$ cat src/rtl/mem_master_pkg.sv
// Shared types for the native-bus master: access sizes, response codes, FSM states
// and the registered form of an accepted command.
package mem_master_pkg;
   typedef enum logic [1:0] {SZ_B = 2'd0, SZ_H = 2'd1, SZ_W = 2'd2} size_e;
   typedef enum logic [1:0] {ERR_OK = 2'd0, ERR_MISAL = 2'd1, ERR_TMO = 2'd2} err_e;
   typedef enum logic [1:0] {IDLE = 2'd0, BUS = 2'd1, RSP = 2'd2} state_e;

   typedef struct packed {
      logic       write;
      logic [1:0] size;
      logic       sgn;
      logic [1:0] lane;
   } req_t;
endpackage

$ cat src/rtl/mem_lane_align.sv
// Combinational byte-lane steering: store strobes/replication, load extraction and
// sign/zero extension, plus alignment check. Stateless so it can be shared by other ports.
module mem_lane_align
   import mem_master_pkg::*;
(
   input  logic [1:0]  size,
   input  logic        sgn,
   input  logic [1:0]  addr_lo,
   input  logic [31:0] wdata,
   input  logic [31:0] rdata,
   output logic [3:0]  wstrb,
   output logic [31:0] wdata_rep,
   output logic [31:0] rdata_ext,
   output logic        misaligned
);
   logic [7:0]  rd_b;
   logic [15:0] rd_h;

   always_comb begin
      rd_b       = rdata[{addr_lo, 3'b000} +: 8];
      rd_h       = addr_lo[1] ? rdata[31:16] : rdata[15:0];
      misaligned = 1'b0;
      wstrb      = 4'h0;
      wdata_rep  = wdata;
      rdata_ext  = '0;
      case (size)
         SZ_B: begin
            wstrb     = 4'b0001 << addr_lo;
            wdata_rep = {4{wdata[7:0]}};
            rdata_ext = {{24{sgn & rd_b[7]}}, rd_b};
         end
         SZ_H: begin
            misaligned = addr_lo[0];
            wstrb      = 4'b0011 << addr_lo;
            wdata_rep  = {2{wdata[15:0]}};
            rdata_ext  = {{16{sgn & rd_h[15]}}, rd_h};
         end
         SZ_W: begin
            misaligned = (addr_lo != 2'b00);
            wstrb      = 4'hF;
            rdata_ext  = rdata;
         end
         default: misaligned = 1'b1;  // reserved size code
      endcase
   end
endmodule

$ cat src/rtl/mem_bus_master.sv
// Command-port to picorv32 native-bus initiator: one bus cycle per command,
// lane steering via mem_lane_align, optional mem_ready timeout, registered outputs.
module mem_bus_master #(
   parameter int TIMEOUT_CYCLES = 64,
   parameter int TMO_W          = 16
) (
   input  logic        clk,
   input  logic        resetn,
   input  logic        cmd_valid,
   output logic        cmd_ready,
   input  logic        cmd_write,
   input  logic [1:0]  cmd_size,
   input  logic        cmd_signed,
   input  logic [31:0] cmd_addr,
   input  logic [31:0] cmd_wdata,
   output logic        rsp_valid,
   input  logic        rsp_ready,
   output logic [31:0] rsp_rdata,
   output logic [1:0]  rsp_err,
   output logic        mem_valid,
   output logic [31:0] mem_addr,
   output logic [31:0] mem_wdata,
   output logic [3:0]  mem_wstrb,
   input  logic        mem_ready,
   input  logic [31:0] mem_rdata
);
   import mem_master_pkg::*;

   localparam logic [TMO_W-1:0] TMO_LAST = TMO_W'(TIMEOUT_CYCLES - 1);

   state_e            state;
   req_t              req;
   logic [TMO_W-1:0]  tmo_cnt;
   logic              idle;
   logic [1:0]        al_size;
   logic              al_sgn;
   logic [1:0]        al_lane;
   logic [3:0]        al_wstrb;
   logic [31:0]       al_wdata;
   logic [31:0]       al_rdata;
   logic              al_misal;

   // The aligner sees the live command while idle (store lanes, alignment check)
   // and the latched command afterwards (load extraction).
   assign idle    = (state == IDLE);
   assign al_size = idle ? cmd_size        : req.size;
   assign al_sgn  = idle ? cmd_signed      : req.sgn;
   assign al_lane = idle ? cmd_addr[1:0]   : req.lane;

   mem_lane_align u_align (
      .size       (al_size),
      .sgn        (al_sgn),
      .addr_lo    (al_lane),
      .wdata      (cmd_wdata),
      .rdata      (mem_rdata),
      .wstrb      (al_wstrb),
      .wdata_rep  (al_wdata),
      .rdata_ext  (al_rdata),
      .misaligned (al_misal)
   );

   always_ff @(posedge clk or negedge resetn) begin
      if (!resetn) begin
         state     <= IDLE;
         req       <= '0;
         tmo_cnt   <= '0;
         cmd_ready <= 1'b1;
         rsp_valid <= 1'b0;
         rsp_rdata <= '0;
         rsp_err   <= ERR_OK;
         mem_valid <= 1'b0;
         mem_addr  <= '0;
         mem_wdata <= '0;
         mem_wstrb <= 4'h0;
      end else begin
         case (state)
            IDLE: if (cmd_valid) begin
               req       <= '{write: cmd_write, size: cmd_size, sgn: cmd_signed,
                              lane: cmd_addr[1:0]};
               tmo_cnt   <= '0;
               cmd_ready <= 1'b0;
               if (al_misal) begin
                  state     <= RSP;
                  rsp_valid <= 1'b1;
                  rsp_err   <= ERR_MISAL;
                  rsp_rdata <= '0;
               end else begin
                  state     <= BUS;
                  mem_valid <= 1'b1;
                  mem_addr  <= {cmd_addr[31:2], 2'b00};
                  mem_wdata <= cmd_write ? al_wdata : '0;
                  mem_wstrb <= cmd_write ? al_wstrb : 4'h0;
               end
            end
            BUS: begin
               // mem_ready is checked first so a same-cycle timeout still completes OK
               if (mem_ready) begin
                  state     <= RSP;
                  mem_valid <= 1'b0;
                  mem_wstrb <= 4'h0;
                  rsp_valid <= 1'b1;
                  rsp_err   <= ERR_OK;
                  rsp_rdata <= req.write ? '0 : al_rdata;
               end else if ((TIMEOUT_CYCLES != 0) && (tmo_cnt == TMO_LAST)) begin
                  state     <= RSP;
                  mem_valid <= 1'b0;
                  mem_wstrb <= 4'h0;
                  rsp_valid <= 1'b1;
                  rsp_err   <= ERR_TMO;
                  rsp_rdata <= '0;
               end else begin
                  tmo_cnt <= tmo_cnt + TMO_W'(1);
               end
            end
            RSP: if (rsp_ready) begin
               state     <= IDLE;
               rsp_valid <= 1'b0;
               rsp_rdata <= '0;
               rsp_err   <= ERR_OK;
               cmd_ready <= 1'b1;
            end
            default: state <= IDLE;
         endcase
      end
   end
endmodule

$ cat config.mk
export PLATFORM = sky130hd
export DESIGN_NAME = mem_bus_master
export DESIGN_NICKNAME = d
export VERILOG_FILES = /design/src/rtl/mem_master_pkg.sv /design/src/rtl/mem_lane_align.sv /design/src/rtl/mem_bus_master.sv
export SDC_FILE = /design/constraint.sdc
export NUM_CORES = 1
export LEC_CHECK = 0
export ABC_AREA = 1
export ABC_CLOCK_PERIOD_IN_PS = 1800
export BUFFER_PORTS_ARGS = -buffer_cell sky130_fd_sc_hd__clkbuf_2
export CORE_UTILIZATION = 30
export DETAILED_ROUTE_END_ITERATION = 12
export PLACE_DENSITY = 0.62
export REMOVE_ABC_BUFFERS = 1
export SLEW_MARGIN = 25
export SYNTH_ARGS = -nofsm -noshare
export SYNTH_HDL_FRONTEND = slang
export SYNTH_SLANG_ARGS = --single-unit
$ cat constraint.sdc
create_clock -name clk -period 1.8 [get_ports clk]
set_input_delay 0.09 -clock clk [delete_from_list [all_inputs] [get_ports clk]]
set_output_delay 0.09 -clock clk [all_outputs]
set_load 0.02 [all_outputs]
==> parameters.txt, run 1 <==
Parameter                              Value

Routing
  Vias per std cell    4.85
  DRC errors left    0
  Initial drt markers    349
  Routed length per instance    16.5 um
  Total wire length    25.6 mm
  Drt pass-1 iters    5
  DRT antenna net count    0
  Routed vias    7517

Layout
  Layout overhead on the synthesized area    66.1%
  Final core utilization    50.8%
  Multi-input gate area    3670 um^2
  Share of cells above drive strength 1    41.6%
  # diodes    0
  Combined flip-flop and latch cell area    3180 um^2
  Total Nets Final    1367
  Number of fillers in the final layout    1996

Hold path
  Worst Hold End    mem_wdata[8]
  Hold Path Class    input port to flop
  Number of stages on the worst hold path    3
  Beginning of the worst hold path    cmd_wdata[8]

Timing
  Setup repair after global routing missed its margin    yes
  Timing-limited maximum frequency    501 MHz
  Clock period minus worst slack    1990 ps
  Max-slew violations    0
  Final worst-path setup slack    -195 ps
  Maximum clock skew at final layout    22.1 ps
  Setup Total Neg Slack    -14450 ps
  Share of the clock period used by the worst path    111%
  Final setup viols    97
  Total count of hold-check failures in the final report    0
  Worst hold slack across all endpoints    9.02 ps

Floorplan
  Core Area    21800 um^2
  Chip width    151 um
  Die height    151 um
  Total number of placement rows    54
  DIE AREA    22900 um^2
  Count of pins on the block boundary    210
  Effective utilization at floorplan    30.6%

Clock tree
  Number of clock sinks    127
  CTS H-tree lvls    4
  Clock-pin slew on the worst setup and hold paths    60 ps
  Clock tree from TritonCTS    built
  Clock buffer count from CTS    17
  Worst skew pair latency    430 ps
  Root cell of the clock tree    sky130_fd_sc_hd__clkbuf_16
  Clock Tree Buf Depth    2

Power and ir drop
  Post-layout total power    22.3 mW
  Max IR drop VDD    1.22 mV
  Ratio of total power to cell area    2010 nW/um^2
  Static power due to leakage    5.87 nW

Synthesis
  Gate count of the mapped netlist    899
  Number of distinct library cells after synthesis    37
  Post-synthesis average cell area    7.43 um^2
  Number of enable-type register cells in the synthesized netlist    0
  Dominant cells by area after synthesis    sky130_fd_sc_hd__dfrtp_1 47%, sky130_fd_sc_hd__nand2_1 21%, sky130_fd_sc_hd__nand3_1 5.1%, sky130_fd_sc_hd__o21ai_0 4.8%, sky130_fd_sc_hd__inv_1 3.4%
  Area share of the largest cell type after synthesis    47.2%
  Number of warnings printed during yosys synthesis    0
  Count of state elements after synthesis    127
  Seq/Total Area, Yosys    47.6%
  Summed instance area of the synthesized netlist    6680 um^2
  Dominant register cell in the synthesized netlist    sky130_fd_sc_hd__dfrtp_1
  Share of synthesized flip-flops with an asynchronous set or reset    100%
  Most numerous cell in the Yosys netlist    sky130_fd_sc_hd__nand2_1
  Top cells by count, synth    372 x sky130_fd_sc_hd__nand2_1, 126 x sky130_fd_sc_hd__dfrtp_1, 68 x sky130_fd_sc_hd__nand3_1
  Cell taking the most area after synthesis    sky130_fd_sc_hd__dfrtp_1

Setup path
  Max stage delay cell, worst path    sky130_fd_sc_hd__dfrtp_1
  Type of origin of the critical path    flop
  Required time at the worst-slack endpoint    2100 ps
  WP data arrival    2290 ps
  R2R Path Start    state[1]
  Cell count of the worst reg-to-reg path    13
  Kind of end point of the critical path    flop
  Critical path class    flop to flop
  Critical path fanouts, max    9
  Peak per-stage delay on the critical path    360 ps
  Worst R2R Setup Slack    -190 ps
  Reg-to-reg endpoint    mem_addr[19]
  Cell Chain, Critical Path    inv_2 -> ha_4 -> buf_6 -> nand2_4 -> nand2_4 -> o21ai_4 -> nand3_4 -> nor2_4 -> buf_12 -> inv_12 -> clkbuf_16 -> nand2_1 -> nand2_1

Global routing
  GRT Resource Usage Total    20.6%
  Number of antenna violations at the first check in global routing    0
  Number of global-route vias before repair    7016
  Largest net degree at the start of global routing    65
  Total overflow reported by the global router    0
  First-pass GRT wire length    36.0 mm

Place
  Number of port buffers    207
  Placed wire-length estimate after detailed placement    15.7 mm
  Placer congestion estimate    0.870
  Pre-CTS WS    -330 ps

Run status
  Violated checks    setup timing
  Outcome    finished, violations left

Job
  Maxcap violations    0
[critical path, delay by kind of cell (launching register included)]
family,cells,cell delay (ps)
and+or+nand+nor,6,600
DFF,1,360
buffers and inverters,5,550
adders and majority gates,1,170
AOI/OAI and AO/OA,1,190
[registers in the layout (all words and copies together) (netlist names), 2 cells and up]
| register | cells |
|---|---|
| mem_wdata | 32 |
| state | 2 |
| tmo_cnt | 16 |
| rsp_rdata | 32 |
| mem_wstrb | 4 |
| rsp_err | 2 |
| mem_addr | 30 |
| req | 6 |
[cell families (layout without fill, tap and decap cells)]
group | Yosys count | count (layout) | share of synthesized area (%)
AOI/OAI and AO/OA | 112 | 112 | 9.43
xor gates and xnor gates | 3 | 3 | 0.394
adders and majority gates | 5 | 5 | 0.937
buffers and inverters | 109 | 476 | 7.59
DFF | 127 | 127 | 47.6
muxes | 1 | 1 | 0.169
other | 1 | 2 | 0.0562
and+or+nand+nor | 541 | 544 | 33.8
[power breakdown]
| part | internal (mW) | switching, mW |
|---|---|---|
| sequential | 3.87 | 0.678 |
| combinational | 5.99 | 8.17 |
| clock | 2.24 | 1.31 |
| total | 12.1 | 10.2 |
[how the worst max path moves through the flow]
stage,startpoint,end,slack [ps],depth (start not counted)
CTS,state[0],mem_wdata[15],-140,12
global placement,state[0],rsp_rdata[29],-300,11
finish,state[1],mem_addr[19],-190,13
global route,state[0],mem_addr[21],-300,14
floorplan,state[0],mem_wdata[24],-1120,11
detailed placement,state[0],rsp_rdata[11],-330,12
[layout by cell type, fill, tap and decap left out, drive strengths merged]
master,count
clkinv,7
nor3,6
nand2,382
clkbuf,237
dlygate4sd3,55
nand3,69
nor2,65
ha,5
o21ai,68
clkinvlp,2
inv,66
or2,8
o21bai,1
buf,106
a22oi,7
nand4,14
o211ai,15
mux2,1
xor2,3
a21oi,18
dfrtp,126
o22ai,1
conb,2
dfstp,1
bufinv,3
o31ai,1
o2111ai,1
[timing repair]
action	CTS	global route
hold buffers	55	0
endpoints found under the setup margin	107	119
setup buffers	10	9
gates cloned	7	15
resized for setup	86	163
pin swaps	15	33
hold endpoints to repair	181	0
[area by class of cell]
| type | count | area share (%) |
|---|---|---|
| repair buffers | 377 | 27.2 |
| inverters | 67 | 2.47 |
| flip-flops and latches | 127 | 28.7 |
| clock inverters | 11 | 1.25 |
| multi-input cells | 667 | 33.1 |
| well taps | 280 | 3.16 |
| clock buffers | 21 | 4.15 |
[per-layer routing]
layer	vias up	wire length [um]	GRT usage, %
met4	0	489	6.45
met1	3572	10300	24.9
met3	37	1980	5.36
met5	-	0	0
li1	3607	-	-
met2	301	12900	35.5
[metrics by stage]
| step | area [um^2] | std cells |
|---|---|---|
| finish | 11100 | 1550 |
| global route | 11100 | 1550 |
| CTS | 10200 | 1526 |
| detailed placement | 8560 | 1422 |
| global placement | 8560 | 1422 |
| floorplan | 6420 | 858 |
(Power assumes the default switching activity.)
==> run 2, diff against run 1 <==
--- a/config.mk
+++ b/config.mk
@@ -9,6 +9,7 @@
 export ABC_CLOCK_PERIOD_IN_PS = 1800
 export BUFFER_PORTS_ARGS = -buffer_cell sky130_fd_sc_hd__clkbuf_2
 export CORE_UTILIZATION = 30
+export CTS_BUF_LIST = sky130_fd_sc_hd__clkbuf_4
 export DETAILED_ROUTE_END_ITERATION = 12
 export PLACE_DENSITY = 0.62
 export REMOVE_ABC_BUFFERS = 1
==> parameters.txt, run 2 (synthesized netlist as in run 1, its figures left out) <==
Parameter                              Value

Run status
  Outcome    finished, violations left
  Violated checks    setup timing

Power and ir drop
  Net Sw Frac    48.1% (+2.5 points)
  Combinational power share    67.3% (+3.7 points)
  Internal power summed over all cells    10.5 mW (-13%)
  Post-layout total power    20.3 mW (-9.0%)
  Net Sw Power    9.75 mW (-4.0%)
  Max IR drop VDD    0.749 mV (-39%)
  Static power due to leakage    5.78 nW (-1.5%)
  Register share of total power    22.3% (+1.9 points)
  Ratio of total power to cell area    1840 nW/um^2 (-8.2%)
  Clk network pwr share    10.4% (-5.5 points)

Place
  Number of port buffers    207 (unchanged)
  Placer congestion estimate    0.870 (unchanged)
  Placed wire-length estimate after detailed placement    15.7 mm (unchanged)

Global routing
  GRT Resource Usage Total    21.8% (+1.2 points)
  Number of antenna violations at the first check in global routing    0 (unchanged)
  First-pass GRT wire length    37.9 mm (+5.2%)
  Total overflow reported by the global router    0 (unchanged)
  Number of global-route vias before repair    7403 (+5.5%)
  Largest net degree at the start of global routing    65 (unchanged)

Clock tree
  Worst skew pair latency    530 ps (+100 ps)
  Clock buffer count from CTS    17 (unchanged)
  Number of clock sinks    127 (unchanged)
  Clock Tree Buf Depth    2 (unchanged)
  Root cell of the clock tree    sky130_fd_sc_hd__clkbuf_4
  CTS H-tree lvls    4 (unchanged)
  Clock-pin slew on the worst setup and hold paths    130 ps (+70 ps)
  Clock tree from TritonCTS    built

Setup path
  Kind of end point of the critical path    flop
  Critical path fanouts, max    6 (-3)
  Type of origin of the critical path    flop
  WP data arrival    2470 ps (+180 ps)
  Cell Chain, Critical Path    inv_2 -> ha_4 -> buf_6 -> nand2_4 -> nand2_4 -> o21ai_4 -> nand3_4 -> nor2_4 -> buf_6 -> buf_8 -> clkbuf_16 -> nand2_1 -> nand2_1
  Critical path class    flop to flop
  Max stage delay cell, worst path    sky130_fd_sc_hd__dfrtp_1
  Required time at the worst-slack endpoint    2280 ps (+180 ps)
  Peak per-stage delay on the critical path    380 ps (+20 ps)

Floorplan
  Die height    151 um (unchanged)
  Chip width    151 um (unchanged)
  Total number of placement rows    54 (unchanged)
  Count of pins on the block boundary    210 (unchanged)
  Effective utilization at floorplan    30.6% (unchanged)
  DIE AREA    22900 um^2 (unchanged)
  Core Area    21800 um^2 (unchanged)

Timing
  Worst slew slack as a fraction of its limit    41.2%
  Worst hold slack across all endpoints    36.8 ps (+27.8 ps)
  Final setup viols    97 (unchanged)
  Timing-limited maximum frequency    502 MHz (+0.12%)
  Final worst-path setup slack    -192 ps (+2.40 ps)
  Maximum clock skew at final layout    21.0 ps (-1.11 ps)
  Total count of hold-check failures in the final report    0 (unchanged)
  Share of the clock period used by the worst path    111% (-0.13 points)
  Setup Total Neg Slack    -13090 ps (+1360 ps)
  Setup repair after global routing missed its margin    yes
  Max-slew violations    0 (unchanged)
  Worst-Margin Slew    879 ps
  Clock period minus worst slack    1990 ps (-2.40 ps)

Layout
  Largest regs    mem_wdata: 32 flops, rsp_rdata: 32 flops, mem_addr: 30 flops
  Layout overhead on the synthesized area    64.7%
  Leading cell type in the layout, fill and taps excluded    sky130_fd_sc_hd__nand2_1
  Leading cell types in the layout, fill and taps excluded    298 x sky130_fd_sc_hd__nand2_1, 206 x sky130_fd_sc_hd__clkbuf_2, 126 x sky130_fd_sc_hd__dfrtp_1
  Share of cells above drive strength 1    38.3% (-3.3 points)
  Total Nets Final    1397 (+2.2%)
  # diodes    0 (unchanged)

Routing
  Routed vias    7714 (+2.6%)
  Vias per std cell    4.88 (+0.67%)
  Routed length per instance    16.4 um (-0.86%)
  DRT antenna net count    0 (unchanged)
  Drt pass-1 iters    5 (unchanged)
  DRC errors left    0 (unchanged)
  Initial drt markers    453 (+30%)
  Total wire length    25.9 mm (+1.1%)

Hold path
  Hold Path Class    input port to flop

Job
  Maxcap violations    0 (unchanged)
## run 2: cell count changes in the layout (fill, tap and decap cells not counted), sizes merged
| cell | change |
|---|---|
| clkbuf | -9 |
| clkinv | +2 |
| buf | -4 |
| dlygate4sd3 | +41 |
## run 2: power by group through the flow
stage | logic [mW] | registers, mW | clock network (mW)
finish | 13.6 | 4.52 | 2.10
global route | 14.6 | 4.63 | 2.29
CTS | 12.4 | 4.43 | 2.17
detailed placement | 9.74 | 4.45 | 0
global placement | 9.67 | 4.42 | 0
floorplan | 4.20 | 5.47 | 0
## run 2: timing repair
item	in CTS	in global routing
endpoints found under the hold margin	219	0
hold buffers	96	0
resized for setup	122	101
pin swaps	26	28
buffers inserted	16	1
setup endpoints to repair	106	119
cloned	12	3
## run 2: metrics by stage
stage | cell area [um^2] | instances | setup slack, ps | utilization (%)
5_1_grt | 11000 | 1580 | -276 | 50.4
3_5_place_dp | 8560 | 1422 | -330 | 39.2
3_3_place_gp | 8560 | 1422 | -299 | 39.2
4_1_cts | 10600 | 1576 | -143 | 48.6
6_report | 11000 | 1580 | -192 | 50.4
2_1_floorplan | 6420 | 858 | -1120 | -
## run 2: final cells by class
| class | count | area [um^2] |
|---|---|---|
| Clock buffer | 19 | 143 |
| Clock inverter | 13 | 146 |
| Fill cell | 2006 | 10800 |
| Inverter | 67 | 282 |
| Multi-Input combinational cell | 667 | 3600 |
| Sequential cell | 127 | 3180 |
| Tap cell | 280 | 350 |
| Timing Repair Buffer | 407 | 3300 |
## run 2: path summary, 6_finish.rpt
| kind | from | end | slack (ps) | cells past startpoint |
|---|---|---|---|---|
| setup / recovery | state[0] | mem_addr[23] | -190 | 13 |
| hold / removal | mem_ready | rsp_err[1] | 40 | 5 |
| setup reg to reg | state[0] | mem_addr[23] | -190 | 13 |
| hold reg to reg | mem_addr[6] | mem_addr[6] | 480 | 2 |
| max in group asynchronous | resetn | req[5] | 390 | 3 |
| min in group asynchronous | resetn | rsp_rdata[22] | 110 | 3 |
## run 2: routing by layer
| metal | GRT usage (%) | vias to the layer above | share of wire [%] |
|---|---|---|---|
| li1 | - | 3657 | - |
| met1 | 25.1 | 3660 | 40 |
| met2 | 38.8 | 356 | 50 |
| met3 | 5.36 | 41 | 7.7 |
| met4 | 8.15 | 0 | 2.3 |
| met5 | 0 | - | 0 |
## run 2: critical path, delay by kind of cell, from the launching register on
family / cells / cell delay [ps]
buffers and inverters: 5 / 620
and+or+nand+nor: 6 / 580
DFF: 1 / 380
AOI/OAI and AO/OA: 1 / 190
adders and majority gates: 1 / 180
==> run 3, diff against run 2 <==
--- a/config.mk
+++ b/config.mk
@@ -11,8 +11,10 @@
 export CORE_UTILIZATION = 30
 export CTS_BUF_LIST = sky130_fd_sc_hd__clkbuf_4
 export DETAILED_ROUTE_END_ITERATION = 12
+export HOLD_SLACK_MARGIN = 0.12
 export PLACE_DENSITY = 0.62
 export REMOVE_ABC_BUFFERS = 1
+export SKIP_LAST_GASP = 1
 export SLEW_MARGIN = 25
 export SYNTH_ARGS = -nofsm -noshare
 export SYNTH_HDL_FRONTEND = slang
==> parameters.txt, run 3 (synthesized netlist as in run 1, its figures left out) <==
Parameter                              Value

Run status
  Outcome    finished, violations left
  Violated checks    setup timing

Setup path
  Critical path class    flop to flop
  Required time at the worst-slack endpoint    2220 ps (-60 ps)
  Cell Chain, Critical Path    inv_2 -> ha_4 -> buf_6 -> nand2_4 -> nand2_4 -> o21ai_4 -> nand3_4 -> nor2_4 -> buf_6 -> inv_12 -> buf_12 -> nand2_1 -> o21ai_0
  Peak per-stage delay on the critical path    380 ps (about the same)
  WP data arrival    2360 ps (-110 ps)
  Critical path fanouts, max    13 (+7)
  Max stage delay cell, worst path    sky130_fd_sc_hd__dfrtp_1
  Kind of end point of the critical path    flop
  Type of origin of the critical path    flop

Floorplan
  DIE AREA    22900 um^2 (unchanged)
  Chip width    151 um (unchanged)
  Effective utilization at floorplan    30.6% (unchanged)
  Count of pins on the block boundary    210 (unchanged)
  Total number of placement rows    54 (unchanged)
  Core Area    21800 um^2 (unchanged)
  Die height    151 um (unchanged)

Timing
  Share of the clock period used by the worst path    108% (-2.4 points)
  Final worst-path setup slack    -150 ps (+42.6 ps)
  Total count of hold-check failures in the final report    0 (unchanged)
  Maximum clock skew at final layout    19.7 ps (-1.21 ps)
  Timing-limited maximum frequency    513 MHz (+2.2%)
  Clock period minus worst slack    1950 ps (-42.6 ps)
  Setup repair after global routing missed its margin    yes
  Worst-Margin Slew    890 ps (+11.8 ps)
  Final setup viols    101 (+4.1%)
  Worst slew slack as a fraction of its limit    40.4% (-0.79 points)
  Max-slew violations    0 (unchanged)

Global routing
  GRT Resource Usage Total    21.9% (+0.057 points)
  Highest-utilization routing layer at the global route stage    met2
  Number of antenna violations at the first check in global routing    0 (unchanged)
  Number of global-route vias before repair    7399 (-0.054%)
  First-pass GRT wire length    38.0 mm (+0.33%)
  Largest net degree at the start of global routing    65 (unchanged)
  Global routing met3 resource utilization    4.91% (-0.45 points)
  Global Route met1 Usage    25.6% (+0.51 points)
  Met2 demand-to-capacity share in global routing    38.9% (+0.14 points)
  Total overflow reported by the global router    0 (unchanged)

Layout
  Number of fillers in the final layout    2034 (+1.4%)
  Post-route cell area    10900 um^2 (-0.63%)
  Share of cells above drive strength 1    34.6% (-3.8 points)
  Leading cell type in the layout, fill and taps excluded    sky130_fd_sc_hd__nand2_1
  Combined flip-flop and latch cell area    3180 um^2 (unchanged)
  Final core utilization    50.1% (-0.32 points)
  Leading cell types in the layout, fill and taps excluded    341 x sky130_fd_sc_hd__nand2_1, 206 x sky130_fd_sc_hd__clkbuf_2, 126 x sky130_fd_sc_hd__dfrtp_1
  Largest regs    mem_wdata: 32 flops, rsp_rdata: 32 flops, mem_addr: 30 flops
  Total Nets Final    1408 (+0.79%)
  # diodes    0 (unchanged)
  Non-filler cells, final    1591 (+0.70%)
  Layout overhead on the synthesized area    63.7%
  Multi-input gate area    3440 um^2 (-4.3%)

Routing
  DRT antenna net count    0 (unchanged)
  Total wire length    25.7 mm (-0.95%)
  Initial drt markers    408 (-9.9%)
  Routed length per instance    16.1 um (-1.6%)
  DRC errors left    0 (unchanged)
  Routed vias    7675 (-0.51%)
  Vias per std cell    4.82 (-1.2%)
  Drt pass-1 iters    5 (unchanged)

Clock tree
  Worst skew pair latency    540 ps (about the same)
  Clock Tree Buf Depth    2 (unchanged)
  Number of clock sinks    127 (unchanged)
  Root cell of the clock tree    sky130_fd_sc_hd__clkbuf_4
  Clock buffer count from CTS    17 (unchanged)
  Clock tree from TritonCTS    built
  CTS H-tree lvls    4 (unchanged)
  Clock-pin slew on the worst setup and hold paths    130 ps (about the same)

Place
  Placed wire-length estimate after detailed placement    15.7 mm (unchanged)
  Pre-CTS WS    -330 ps (unchanged)
  Total instance count after detailed placement    1422 (unchanged)
  Placer congestion estimate    0.870 (unchanged)
  Number of port buffers    207 (unchanged)
  Placed cell area    8560 um^2 (unchanged)

Power and ir drop
  Static power due to leakage    5.77 nW (-0.13%)
  Post-layout total power    19.9 mW (-2.0%)
  Max IR drop VDD    0.796 mV (+6.2%)
  Ratio of total power to cell area    1820 nW/um^2 (-1.4%)

Job
  Maxcap violations    0 (unchanged)

Hold path
  Hold Path Class    input port to flop
run 3: cell count changes in the layout (fill, tap and decap cells not counted), moves of 3 or more:
cell	change
sky130_fd_sc_hd__o21ai_2	-3
sky130_fd_sc_hd__nand2_1	+43
sky130_fd_sc_hd__nand2_2	-35
sky130_fd_sc_hd__nand2_4	-8
sky130_fd_sc_hd__o21ai_0	+8
sky130_fd_sc_hd__buf_4	+3
sky130_fd_sc_hd__nor2_2	+3
sky130_fd_sc_hd__nor2_1	-3
sky130_fd_sc_hd__nand3_2	-3
sky130_fd_sc_hd__dlygate4sd3_1	+11
sky130_fd_sc_hd__o21ai_1	-5
run 3: through the flow:
step                      TNS (ps)  hold slack (ps)
after global routing        -24320              260
after CTS                   -11400              244
after global placement      -19200             11.1
after floorplan             -96700             -206
after detailed placement    -21870             16.9
final                       -11910              297
run 3: worst max-delay path: cells and delay by family, from the launching register on:
family	cells	cell delay [ps]
AO/OA/AOI/OAI	2	270
adder cells (fa/ha/maj)	1	170
buffers and inverters	5	540
flip-flops	1	380
AND/OR/NAND/NOR	5	470
run 3: layout make-up:
type / instances / area share [%]
repair buffers: 418 / 31.0
clock inverters: 13 / 1.34
flip-flops and latches: 127 / 29.1
clock buffers: 19 / 1.31
inverters: 67 / 2.53
multi-input cells: 667 / 31.5
well taps: 280 / 3.21
run 3: worst paths after layout:
kind	startpoint	end	slack (ps)	depth (start not counted)
setup / recovery	state[0]	mem_wdata[13]	-150	13
hold / removal	cmd_addr[28]	mem_addr[28]	300	4
setup reg to reg	state[0]	mem_wdata[13]	-150	13
hold reg to reg	mem_addr[6]	mem_addr[6]	490	2
max in group asynchronous	resetn	req[5]	490	3
min in group asynchronous	resetn	tmo_cnt[13]	750	4
run 3: report_power, final:
part	switching (mW)	internal [mW]	total [mW]
clock	1.14	0.974	2.12
combinational	7.78	5.51	13.3
sequential	0.602	3.85	4.45
total	9.52	10.3	19.9
run 3: metal layers:
layer  share of wire [%]  vias to the layer above
li1                    -                     3678
met1                  40                     3612
met2                  50                      332
met3                 7.3                       53
met4                 2.5                        0
met5                   0                        -
run 3: repair_timing:
action,CTS,global route
pin swaps,26,19
resized for setup,105,51
hold buffers,107,0
endpoints found under the setup margin,106,119
setup buffers,16,1
hold endpoints to repair,232,0
cloned,12,3
